File: config.mk
export PLATFORM = sky130hd
export DESIGN_NAME = hkspi_oversampled_slave
export DESIGN_NICKNAME = d
export VERILOG_FILES = /design/src/rtl/hkspi_oversampled_slave.sv
export SDC_FILE = /design/constraint.sdc
export NUM_CORES = 1
export LEC_CHECK = 0
export BUFFER_PORTS_ARGS = -buffer_cell sky130_fd_sc_hd__buf_2
export CAP_MARGIN = 10
export CORE_MARGIN = 2
export CORE_UTILIZATION = 54
export CTS_BUF_LIST = sky130_fd_sc_hd__clkbuf_8
export DETAILED_ROUTE_END_ITERATION = 16
export MAX_ROUTING_LAYER = met4
export PLACE_DENSITY = 0.73
export SKIP_CTS_REPAIR_TIMING = 1
export SLEW_MARGIN = 30
export SYNTH_ARGS = -nofsm -noshare
export SYNTH_HDL_FRONTEND = slang
export SYNTH_SLANG_ARGS = --single-unit
File: constraint.sdc
create_clock -name wb_clk_i -period 2 [get_ports wb_clk_i]
set_clock_uncertainty 0.05 [all_clocks]
set_input_delay 0.1 -clock wb_clk_i [delete_from_list [all_inputs] [get_ports wb_clk_i]]
set_output_delay 0.1 -clock wb_clk_i [all_outputs]
set_load 0.03 [all_outputs]
File: src/rtl/hkspi_oversampled_slave.sv
// Housekeeping SPI responder, SPI mode 0, with all pins oversampled in wb_clk_i.
// It decodes command, address and data bytes into one-cycle strobes on the housekeeping register bus.
// The optional macro HKSPI_BYTECOUNT_EN makes a nonzero cmd[5:3] limit the number of data bytes.
module hkspi_oversampled_slave #(
  parameter int unsigned SYNC_STAGES = 2,
  parameter int unsigned ADDR_W      = 8
) (
  input  logic              wb_clk_i,
  input  logic              wb_rst_i,
  input  logic              spi_csb,
  input  logic              spi_sck,
  input  logic              spi_sdi,
  output logic              spi_sdo,
  output logic              spi_sdo_enb,
  output logic [ADDR_W-1:0] reg_addr,
  output logic [7:0]        reg_wdata,
  output logic              reg_wstb,
  output logic              reg_rstb,
  input  logic [7:0]        reg_rdata,
  output logic              busy
);

  typedef enum logic [2:0] {ST_IDLE, ST_CMD, ST_ADDR, ST_DATA, ST_DONE} state_e;

  state_e                  state_q, state_d;
  logic [SYNC_STAGES-1:0]  csb_sync_q, sck_sync_q, sdi_sync_q;
  logic                    csb_prev_q, sck_prev_q;
  logic                    csb_s, sck_s, sdi_s;
  logic                    sck_rise, sck_fall, csb_fall;
  logic                    shifting, bit_rise, byte_done;
  logic                    cmd_done, addr_done, data_done;
  logic [6:0]              shift_q;
  logic [2:0]              bit_cnt_q;
  logic [7:0]              rx_byte;
  logic [1:0]              mode_q;
  logic [ADDR_W-1:0]       addr_q;
  logic [7:0]              wdata_q;
  logic                    wstb_q, rstb_q, ld_q, p1_q, p2_q;
  logic [7:0]              sr_q, sr_src;
  logic                    sdo_q, enb_q;
`ifdef HKSPI_BYTECOUNT_EN
  logic [2:0]              nbytes_q, bcnt_q;
  logic                    limit_hit;
`endif

  assign csb_s    = csb_sync_q[SYNC_STAGES-1];
  assign sck_s    = sck_sync_q[SYNC_STAGES-1];
  assign sdi_s    = sdi_sync_q[SYNC_STAGES-1];
  assign sck_rise = sck_s & ~sck_prev_q;
  assign sck_fall = ~sck_s & sck_prev_q;
  // csb_prev_q resets low, so a fall is only seen after CSB has been observed high
  assign csb_fall = csb_prev_q & ~csb_s;

  assign rx_byte   = {shift_q, sdi_s};
  assign bit_rise  = shifting & sck_rise & ~csb_s;
  assign byte_done = bit_rise & (bit_cnt_q == 3'd7);
  assign cmd_done  = byte_done & (state_q == ST_CMD);
  assign addr_done = byte_done & (state_q == ST_ADDR);
  assign data_done = byte_done & (state_q == ST_DATA);
  // a pending reload may coincide with the SCK fall that must present its MSB
  assign sr_src    = ld_q ? reg_rdata : sr_q;

`ifdef HKSPI_BYTECOUNT_EN
  assign limit_hit = (nbytes_q != 3'd0) && (bcnt_q == nbytes_q - 3'd1);
`endif

  // synchronizers and edge-detect history for the SPI pins
  always_ff @(posedge wb_clk_i) begin
    if (wb_rst_i) begin
      csb_sync_q <= '0;
      sck_sync_q <= '0;
      sdi_sync_q <= '0;
      csb_prev_q <= 1'b0;
      sck_prev_q <= 1'b0;
    end else begin
      csb_sync_q <= {csb_sync_q[SYNC_STAGES-2:0], spi_csb};
      sck_sync_q <= {sck_sync_q[SYNC_STAGES-2:0], spi_sck};
      sdi_sync_q <= {sdi_sync_q[SYNC_STAGES-2:0], spi_sdi};
      csb_prev_q <= csb_s;
      sck_prev_q <= sck_s;
    end
  end

  // state register
  always_ff @(posedge wb_clk_i) begin
    if (wb_rst_i) state_q <= ST_IDLE;
    else          state_q <= state_d;
  end

  // next-state logic; a CSB rise wins over everything, including a completing byte
  always_comb begin
    state_d = state_q;
    if (csb_s && state_q != ST_IDLE) begin
      state_d = ST_IDLE;
    end else begin
      case (state_q)
        ST_IDLE: if (csb_fall) state_d = ST_CMD;
        ST_CMD:  if (cmd_done) state_d = (rx_byte[7:6] == 2'b00) ? ST_DONE : ST_ADDR;
        ST_ADDR: if (addr_done) state_d = ST_DATA;
`ifdef HKSPI_BYTECOUNT_EN
        ST_DATA: if (data_done && limit_hit) state_d = ST_DONE;
`else
        ST_DATA: state_d = ST_DATA;
`endif
        default: state_d = state_q;
      endcase
    end
  end

  // state-derived outputs
  always_comb begin
    busy     = (state_q != ST_IDLE);
    shifting = (state_q == ST_CMD) || (state_q == ST_ADDR) || (state_q == ST_DATA);
  end

  // shifting, register-bus pipeline and SDO drive
  // data byte done at t: wstb at t+1, address increment visible t+2, rstb t+3, reload t+4
  always_ff @(posedge wb_clk_i) begin
    if (wb_rst_i) begin
      shift_q   <= '0;
      bit_cnt_q <= '0;
      mode_q    <= '0;
      addr_q    <= '0;
      wdata_q   <= '0;
      wstb_q    <= 1'b0;
      rstb_q    <= 1'b0;
      ld_q      <= 1'b0;
      p1_q      <= 1'b0;
      p2_q      <= 1'b0;
      sr_q      <= '0;
      sdo_q     <= 1'b0;
      enb_q     <= 1'b1;
`ifdef HKSPI_BYTECOUNT_EN
      nbytes_q  <= '0;
      bcnt_q    <= '0;
`endif
    end else begin
      if (state_q == ST_IDLE) begin
        bit_cnt_q <= '0;
      end else if (bit_rise) begin
        shift_q   <= rx_byte[6:0];
        bit_cnt_q <= bit_cnt_q + 3'd1;
      end
      if (cmd_done) mode_q <= rx_byte[7:6];
      if (addr_done)  addr_q <= ADDR_W'(rx_byte);
      else if (p1_q)  addr_q <= addr_q + ADDR_W'(1);
      p1_q   <= data_done;
      p2_q   <= p1_q;
      wstb_q <= data_done & mode_q[1];
      if (data_done & mode_q[1]) wdata_q <= rx_byte;
      rstb_q <= mode_q[0] & (addr_done | p2_q);
      ld_q   <= rstb_q;
      if (sck_fall && state_q == ST_DATA && !csb_s) begin
        sdo_q <= sr_src[7];
        sr_q  <= {sr_src[6:0], 1'b0};
      end else if (ld_q) begin
        sr_q  <= reg_rdata;
      end
      if (csb_s || state_q == ST_IDLE)            enb_q <= 1'b1;
      else if (sck_fall && state_q == ST_DATA)    enb_q <= 1'b0;
      else if (sck_fall && state_q == ST_DONE)    enb_q <= 1'b1;
`ifdef HKSPI_BYTECOUNT_EN
      if (cmd_done) nbytes_q <= rx_byte[5:3];
      if (state_q == ST_IDLE) bcnt_q <= '0;
      else if (data_done)     bcnt_q <= bcnt_q + 3'd1;
`endif
    end
  end

  assign spi_sdo     = sdo_q;
  assign spi_sdo_enb = enb_q;
  assign reg_addr    = addr_q;
  assign reg_wdata   = wdata_q;
  assign reg_wstb    = wstb_q;
  assign reg_rstb    = rstb_q;

endmodule
==> qor.yml <==
worst_setup_path_start_kind: "flop"
r2r_cells: 7
dr_total_vias: 1607
synth_most_common_cell: "dfxtp_1"
die_y_um: 68.15
path_max_fanout: 8
clock-sinks: 54
place_congestion: 0.8251
antenna_found_initial: 0
tritoncts: "yes"
ys_seq_area_share_pct: 48.65
yosysTopAreaCellShare_pct: 48.65
rows: 23
reg2reg_from: "bit_cnt_q[0]"
tightest_slew_ns: 0.9120
yosysWarnings: 0
start_util_pct: 55.95
ys.flop_type: "dfxtp_1"
cts-htree-levels: 2
io_pins: 34
whs_path_depth: 3
drc_errors: 0
max_clock_freq_ghz: 0.5520
io_buffers: 33
grt_use_total_pct: 18.82
synth_edf_count: 0
vias_per_cell: 5.269
syn_nets: 235
ys_seq_elements: 54
core_um2: 3971
fin_tns_setup_ns: 0
synth_area_um2: 2222
r2r_setup_slack_ns: 0.19
post-route-util_pct: 64.59
drt-initial-drc-count: 78
setup-violations-final: 0
dr.pass1.iters: 4
p_leak_nw: 0.9941
drt_wl_total_um: 3901
worstHoldStart: "reg_rdata[0]"
critPathRequiredTime_ns: 2.11
worstSetupPathType: "flop to flop"
holdCritPathClass: "input port to flop"
power.density_nw_per_um2: 722.6
dp_hpwl_um: 2713
ant_nets: 0
drive_above_1_share_pct: 22.35
cap_viol_max_count: 0
fill_cells: 326
combPwrFrac_pct: 2.9
hold_end: "sr_q[0]"
die_area_um2: 4644
netlist_top_cells_area: "dfxtp_1, mux2i_1, nor2_1"
synth.distinct_cells: 38
path_clk_slew_ns: 0.09
vdd_drop_max_mv: 0.4561
slew_headroom_pct: 39.20
grt_pass1_vias: 1458
synth-async-reset-ratio_pct: 0
finalHoldViolCount: 0
reg2reg_to: "reg_wdata[1]"
cts_buffers: 5
min_period_ns: 1.812
diodes: 0
synth_top_cell_by_area: "dfxtp_1"
p_switching_uw: 374.9
p_seq_share_pct: 58.6
final_cells: 305
layout.nets: 270
synthCells: 219
p_int_mw: 1.479
globalRoute.totalOverflow: 0
yosys-top-cells-count: "dfxtp_1, nor2_1, mux2i_1, a211oi_1, nor2b_1"
multi_input_area_um2: 1045
status: "finished clean"
clk_latency_ns: 0.30
clockRootBuffer: "clkbuf_8"
pwr-share-clk_pct: 38.4
swShare_pct: 20.23
rsz0062_at_grt: "false"
clk_path_buf_depth: 2
grt_max_degree: 53
die_x_um: 68.15
grt_pass1_wl_um: 6389
syn_to_final_growth_pct: 15.43
end_kind: "flop"
seqCellArea_um2: 1081
postSynthAreaPerCell_um2: 10.15
p_total_mw: 1.853
fin_crit_sh_pct: 90.58
final_max_slew_viol_count: 0
crit_arrival_ns: 1.92
dp.cells: 294
wire_per_inst_um: 12.79
[how the worst max path moves through the flow]
stage                      start      endpoint
global route        bit_cnt_q[0]  reg_wdata[2]
CTS                 bit_cnt_q[0]  reg_wdata[2]
global placement      state_q[2]    shift_q[3]
finish              bit_cnt_q[0]  reg_wdata[1]
detailed placement  bit_cnt_q[0]  reg_wdata[6]
floorplan           bit_cnt_q[0]  reg_wdata[0]
[cell families after synthesis]
kind of cell / Yosys count / synth area share (%)
and+or+nand+nor: 83 / 20.10
xor gates and xnor gates: 8 / 3.153
DFF: 54 / 48.65
AOI/OAI and AO/OA: 21 / 6.870
buffers and inverters: 18 / 4.335
adders and majority gates: 3 / 1.689
muxes: 32 / 15.20
[per-layer routing]
metal,GRT usage (%),up-vias,share of wire (%)
li1,-,830,-
met1,24.36,738,50
met2,28.76,35,46
met3,5.428,4,4.2
met4,5.250,0,0.69
met5,-,-,0
[critical path, cell delays in order (launching register included)]
cell     delay [ns]
dfxtp_1        0.36
ha_1           0.15
ha_1           0.28
inv_1          0.08
nor4b_2        0.27
buf_4          0.23
mux2i_1        0.20
nor2_1         0.05
[power by group through the flow]
| stage | logic, mW | registers, mW | clock network (mW) |
|---|---|---|---|
| after floorplan | 0.0342 | 1.11 | 0 |
| after global placement | 0.0502 | 1.11 | 0 |
| after detailed placement | 0.0502 | 1.11 | 0 |
| after CTS | 0.0504 | 1.09 | 0.735 |
| after global routing | 0.0609 | 1.09 | 0.784 |
| final | 0.0545 | 1.09 | 0.712 |
[registers in the layout, summed over array words and instances (netlist names), 2 cells and up]
name,count
reg_addr,8
bit_cnt_q,3
reg_wdata,8
csb_sync_q,2
sdi_sync_q,2
sck_sync_q,2
shift_q,7
mode_q,2
sr_q,8
state_q,3
[layout by cell type (no fill, tap or decap), types with 3 or more instances in the layout]
master and count:
a211oi_1 12, a31oi_1 3, buf_2 33, buf_4 8, clkbuf_8 5, dfxtp_1 54
dlygate4sd3_1 3, ha_1 3, mux2_2 4, mux2i_1 27, nand2_1 4, nand4_1 4
nor2_1 38, nor2b_1 12, nor3_1 7, nor3b_1 3, xnor2_1 4, xor2_1 4
[area by class of cell]
class / instances / area share (%)
Timing Repair Buffer: 44 / 9.951
Inverter: 2 / 0.2927
Clock inverter: 3 / 1.756
Clock buffer: 5 / 2.683
Tap cell: 50 / 2.439
Multi-Input combinational cell: 147 / 40.73
Sequential cell: 54 / 42.15
[stage by stage]
step,cell area (µm²),hold slack (ns),worst slack (ns)
global placement,2421,0.2565,0.2485
detailed placement,2421,0.2647,0.1961
floorplan,2222,0.1782,0.2670
CTS,2535,-0.05341,0.1858
global route,2565,0.08109,0.02719
finish,2565,0.06905,0.1885
No activity file was read; power rests on OpenSTA's default activity.
